`config.mk`:
```
export PLATFORM = sky130hd
export DESIGN_NAME = fetch_sequencer
export DESIGN_NICKNAME = d
export VERILOG_FILES = /design/src/rtl/fetch_sequencer.sv
export SDC_FILE = /design/constraint.sdc
export NUM_CORES = 1
export LEC_CHECK = 0
export BUFFER_PORTS_ARGS = -buffer_cell sky130_fd_sc_hd__buf_2
export CORE_MARGIN = 2
export CORE_UTILIZATION = 45
export CTS_CLUSTER_SIZE = 10
export DETAILED_ROUTE_END_ITERATION = 8
export GPL_TIMING_DRIVEN = 0
export PLACE_DENSITY = 0.79
export SYNTH_ARGS = -nofsm -noshare
export SYNTH_HDL_FRONTEND = slang
export SYNTH_SLANG_ARGS = --single-unit
```
`constraint.sdc`:
```
create_clock -name i_clk -period 2.6 [get_ports i_clk]
set_input_delay 0 -clock i_clk [delete_from_list [all_inputs] [get_ports i_clk]]
set_output_delay 0 -clock i_clk [all_outputs]
set_load 0.05 [all_outputs]
```
`src/rtl/fetch_sequencer.sv`:
```
// fetch_sequencer
// Multi-cycle instruction fetch/execute sequencer for a simple RISC-V style
// core. Each instruction goes through FETCH (request held until the memory
// acks), EXEC (instruction register presented until execute reports done)
// and a single UPDATE cycle that strobes the PC and retires the instruction.
// A fetch that waits TIMEOUT cycles without an ack parks the FSM in FAULT
// until reset.
//
// Ports
//   i_clk, i_reset   clock, synchronous active-high reset
//   i_start          start pulse, honoured in IDLE only
//   i_pc             current PC, forwarded to o_imem_addr during FETCH
//   i_imem_ack       instruction memory ack, i_imem_rdata valid with it
//   i_imem_rdata     fetched instruction word
//   i_exec_done      execute/writeback finished (sampled in EXEC)
//   i_redirect       taken branch/jump, sampled with i_exec_done
//   i_halt           ecall/ebreak, sampled with i_exec_done
//   o_imem_req       fetch request (FETCH)
//   o_imem_addr      i_pc while o_imem_req is high, else 0
//   o_ir             instruction register
//   o_ir_valid       high in EXEC
//   o_pc_en          one-cycle PC update strobe (UPDATE)
//   o_pc_sel         0 = sequential PC, 1 = redirect target
//   o_instret        retired-instruction counter (wraps silently)
//   o_state          FSM state: IDLE=0 FETCH=1 EXEC=2 UPDATE=3 FAULT=4
//   o_fault          sticky fetch-timeout flag
//
// Handshake: the memory request is level-based; o_imem_req stays high for
// every FETCH cycle and the first cycle with i_imem_ack high completes the
// fetch. There is no backpressure on the ack side.
module fetch_sequencer #(
  parameter int TIMEOUT = 16
) (
  input  logic        i_clk,
  input  logic        i_reset,
  input  logic        i_start,
  input  logic [31:0] i_pc,
  input  logic        i_imem_ack,
  input  logic [31:0] i_imem_rdata,
  input  logic        i_exec_done,
  input  logic        i_redirect,
  input  logic        i_halt,
  output logic        o_imem_req,
  output logic [31:0] o_imem_addr,
  output logic [31:0] o_ir,
  output logic        o_ir_valid,
  output logic        o_pc_en,
  output logic        o_pc_sel,
  output logic [31:0] o_instret,
  output logic [2:0]  o_state,
  output logic        o_fault
);

  typedef enum logic [2:0] {
    S_IDLE   = 3'd0,
    S_FETCH  = 3'd1,
    S_EXEC   = 3'd2,
    S_UPDATE = 3'd3,
    S_FAULT  = 3'd4
  } state_t;

  localparam logic [7:0] LP_WAIT_LAST = 8'(TIMEOUT - 1);

  state_t      r_state;
  state_t      w_next;
  logic [7:0]  r_wait;
  logic [31:0] r_ir;
  logic [31:0] r_instret;
  logic        r_redirect;
  logic        r_halt;
  logic        r_fault;
  logic        w_wait_last;

  assign w_wait_last = (r_wait == LP_WAIT_LAST);

  // State register
  always_ff @(posedge i_clk) begin
    if (i_reset) begin
      r_state <= S_IDLE;
    end else begin
      r_state <= w_next;
    end
  end

  // Next state and decoded outputs
  always_comb begin
    w_next      = r_state;
    o_imem_req  = 1'b0;
    o_imem_addr = 32'h0;
    o_ir_valid  = 1'b0;
    o_pc_en     = 1'b0;
    o_pc_sel    = 1'b0;
    case (r_state)
      S_IDLE: begin
        if (i_start) w_next = S_FETCH;
      end
      S_FETCH: begin
        o_imem_req  = 1'b1;
        o_imem_addr = i_pc;
        // Ack wins over the timeout when both land in the same cycle.
        if (i_imem_ack)       w_next = S_EXEC;
        else if (w_wait_last) w_next = S_FAULT;
      end
      S_EXEC: begin
        o_ir_valid = 1'b1;
        if (i_exec_done) w_next = S_UPDATE;
      end
      S_UPDATE: begin
        o_pc_en  = 1'b1;
        o_pc_sel = r_redirect;
        w_next   = r_halt ? S_IDLE : S_FETCH;
      end
      S_FAULT: begin
        w_next = S_FAULT;
      end
      default: begin
        w_next = S_IDLE;
      end
    endcase
  end

  // Datapath registers
  always_ff @(posedge i_clk) begin
    if (i_reset) begin
      r_wait     <= 8'd0;
      r_ir       <= 32'h0;
      r_instret  <= 32'h0;
      r_redirect <= 1'b0;
      r_halt     <= 1'b0;
      r_fault    <= 1'b0;
    end else begin
      // Wait counter is held at zero outside FETCH so every FETCH entry
      // starts counting from zero.
      if (r_state == S_FETCH) begin
        if (i_imem_ack) begin
          r_ir   <= i_imem_rdata;
          r_wait <= 8'd0;
        end else if (w_wait_last) begin
          r_fault <= 1'b1;
          r_wait  <= 8'd0;
        end else begin
          r_wait <= r_wait + 8'd1;
        end
      end else begin
        r_wait <= 8'd0;
      end

      if (r_state == S_EXEC && i_exec_done) begin
        r_redirect <= i_redirect;
        r_halt     <= i_halt;
      end

      if (r_state == S_UPDATE) begin
        r_instret <= r_instret + 32'd1;
      end
    end
  end

  assign o_ir      = r_ir;
  assign o_instret = r_instret;
  assign o_state   = r_state;
  assign o_fault   = r_fault;

endmodule

```
==> metrics.txt <==
sequential share of the synthesized area=44.99%; worst-path cell with the longest stage delay=sky130_fd_sc_hd__dlygate4sd3_1; highest fanout seen on the critical path=9; count of instances resized after the clock tree is built=0; mean instance size in the synthesized netlist=8.128 µm²; synthesized instance count=427; highest-count cells in the layout ignoring fill and taps=sky130_fd_sc_hd__buf_2 (181), sky130_fd_sc_hd__nand2_1 (78), sky130_fd_sc_hd__dfxtp_1 (78); sequence of cells on the critical path=nor3b_2 -> nand3_1 -> dlygate4sd3_1 -> a21oi_1 -> dlygate4sd3_1; post-synthesis compound-gate area fraction=11.93%; share of the synthesized netlist area taken by xor and xnor gates=3.785%; number of flip-flops and latches in the synthesized netlist=78; worst-case headroom to the max-slew limit=52.63%; CTS Sinks=78; Detail Route met2 WL=5668 µm; proportion of netlist area held by the largest area contributor=44.99%; Leak Pwr=2.294 nW; synth warn=0; global-route wire length before repair=17430 µm; Detail Placement HPWL=7336 µm; multiplexer area fraction after synthesis=1.586%; via count of the routed design=3931; CP startpoint kind=flip-flop; Std-Cell Rows=32; number of optimization iterations in the first detailed-route pass=5; summed instance area of the synthesized netlist=3471 µm²; DRC Markers=0; count of unique library cells instantiated by Yosys=41; setup tns final=0 ns; terminus of the critical flop-to-flop path=r_halt; iteration-0 DRC count of the detailed router=119; antenna violations before repair=0; commonest non-fill, non-tap cell in the layout=sky130_fd_sc_hd__buf_2; main combinational cell family by area after synthesis=simple AND/OR/NAND/NOR gates; share of synthesized flip-flops with an asynchronous set or reset=0%; post-detailed-routing wire length=10920 µm; timing-limited maximum frequency=0.4359 GHz; final hold violations=0; share of synthesized cell area in full adder, half adder and majority cells=0.7210%; GPL Wtd Cong=0.8552; Worst VDD drop=0.0003275 V; CTS tree=yes; Max Slew Vio Count=0; port bufs=174; Final Setup Violations=0; top cells by area, synth=sky130_fd_sc_hd__dfxtp_1 (45%), sky130_fd_sc_hd__nand2_1 (8.4%), sky130_fd_sc_hd__a21oi_1 (7.6%), sky130_fd_sc_hd__and2_1 (6.5%), sky130_fd_sc_hd__xor2_1 (3.0%); WP data required=2.89 ns; vias in the first global route=3679; initial cell density of the core=45.63%; setup repair after global routing missed its margin=no; maximum capacitance violations=0; die area=8432 µm²; result of the run=finished, final reports clean; width of the die=91.83 µm; fraction of the core area covered by cells at the end of the flow=66.51%; number of antenna repair diodes=0; Post-synth EDFFs=0; met1 wire length=4274 µm; setup slack on the worst flop-to-flop path=0.31 ns; Syn-to-layout area delta=45.78%; Critical Path Sink Type=flip-flop; number of H-tree levels=3; gr ovfl total=0; Net Count, Synth=500; met3 WL=655 µm; Inst Count DP=703; data arrival time of the worst path=2.59 ns; number of nets in the final layout=725; time the worst path needs with I/O delays and setup=2.294 ns; Worst Skew=0.01117 ns; GRT Overall Usage=25.73%; buffer type at the clock tree root=sky130_fd_sc_hd__clkbuf_8; chip height=91.83 µm; area share of and/or/nand/nor cells after synthesis=32.48%; cell taking the most area after synthesis=sky130_fd_sc_hd__dfxtp_1; detail-routed via count per cell=5.179; critical path capture point=r_halt; final antenna-violating net count=0; maximum buffer depth of the clock tree=2; I/O pin total=175; Register-to-Register Path Depth=5; post-detailed-route wirelength per cell=14.39 µm; clock latency on the worst-skew pair=0.36 ns; register clock-pin slew on the reported worst setup and hold paths=0.09 ns; origin of the worst setup path=o_state[1]; Core Area=7607 µm²; maximum single-stage delay on the critical path=0.59 ns; worst hold-check path type=in -> reg; prevailing post-synth register cell=sky130_fd_sc_hd__dfxtp_1; highest routed layer=met4; fraction of final layout cells with drive strength greater than 1=32.12%; number of buffers created by CTS=9; maximum number of pins on one net before global-route repair=17; path type of the worst setup path=reg -> reg; non-filler instance count after layout=759; slew at the pin closest to its max-slew limit=0.7074 ns; fin crit share=88.23%; cell repeated most along the worst path=sky130_fd_sc_hd__dlygate4sd3_1; total power density per cell area=535.0 nW/µm²; FF-to-FF Start=o_state[1]; final-layout fill cell count=610
-- what timing repair did --
| action | 4_1_cts | 5_1_grt |
|---|---|---|
| hold buffers | 40 | 0 |
| endpoints found under the hold margin | 37 | 0 |
| setup buffers | 0 | 0 |
-- report_power, final --
part           switching [W]  leakage [nW]  internal [W]  total (W)
sequential         0.0000179         0.631       0.00122    0.00124
combinational       0.000416          1.57      0.000180   0.000596
clock               0.000503        0.0892      0.000366   0.000869
total               0.000936          2.29       0.00177    0.00271
-- metrics by stage --
stage	setup slack, ns	total power, W	hold slack (ns)	cell area (µm²)
after floorplan	0.2260	0.001657	0.1360	3476
after global placement	0.4743	0.001804	0.2407	4474
after detailed placement	0.4198	0.001813	0.2490	4474
after CTS	0.2874	0.002715	0.003484	5060
after global routing	0.1094	0.002808	0.02418	5060
final	0.3061	0.002707	0.02362	5060
-- flip-flops by register name (all words and copies together), names as in the netlist --
name        count
o_instret      32
o_ir           32
r_wait          8
o_state         3
o_fault         1
r_halt          1
r_redirect      1
-- how the worst min path moves through the flow --
stage,start,end,cells after the start
floorplan,i_imem_rdata[4],o_ir[4],2
global placement,i_imem_rdata[11],o_ir[11],3
detailed placement,i_imem_rdata[21],o_ir[21],3
CTS,i_reset,o_instret[31],3
global route,i_reset,o_instret[31],3
finish,i_reset,o_instret[31],3
-- logic make-up after synthesis --
family | Yosys count
flops | 78
simple gates | 215
fa+ha+maj | 2
buf+inv | 36
mux | 5
xor+xnor | 15
compound gates | 76
-- synth_stat cells (2+ instances only) --
library cell / n
sky130_fd_sc_hd__nor3b_1: 2
sky130_fd_sc_hd__xor2_1: 12
sky130_fd_sc_hd__or3_1: 7
sky130_fd_sc_hd__nand2_1: 78
sky130_fd_sc_hd__xnor2_1: 3
sky130_fd_sc_hd__a21oi_1: 53
sky130_fd_sc_hd__nand4_1: 8
sky130_fd_sc_hd__ha_1: 2
sky130_fd_sc_hd__nand4_2: 2
sky130_fd_sc_hd__inv_1: 7
sky130_fd_sc_hd__dfxtp_1: 78
sky130_fd_sc_hd__and4_1: 3
sky130_fd_sc_hd__o31ai_1: 11
sky130_fd_sc_hd__o21ai_0: 9
sky130_fd_sc_hd__mux2_2: 4
sky130_fd_sc_hd__buf_2: 7
sky130_fd_sc_hd__and2_1: 36
sky130_fd_sc_hd__or4_1: 13
sky130_fd_sc_hd__nor2b_1: 6
sky130_fd_sc_hd__a211oi_1: 2
sky130_fd_sc_hd__nor4_1: 4
sky130_fd_sc_hd__nor2_1: 25
sky130_fd_sc_hd__and3_1: 5
sky130_fd_sc_hd__nand3_1: 16
sky130_fd_sc_hd__clkbuf_1: 18
-- per-layer routing --
metal | vias up | GRT usage [%]
li1 | 1912 | -
met1 | 1820 | 28.42
met2 | 171 | 46.88
met3 | 28 | 5.916
met4 | 0 | 11.32
met5 | - | 0
-- layout make-up --
cell class,instances,area (µm²),area share (%)
plain buffers,29,130.1,2.572
clock buffers,9,123.9,2.448
clock inverters,7,61.31,1.212
inverters,7,26.28,0.5193
multi-input cells,313,1758,34.74
flip-flops and latches,78,1562,30.86
well taps,102,127.6,2.522
repair buffers,214,1271,25.12
-- worst max-delay path, delay by kind of cell, from the launching register on --
kind | cells | cell delay (ns)
buffers and inverters | 2 | 1.15
flip-flops | 1 | 0.50
AND/OR/NAND/NOR | 2 | 0.43
AO/OA/AOI/OAI | 1 | 0.14
Power figures use the tool's default switching activity.
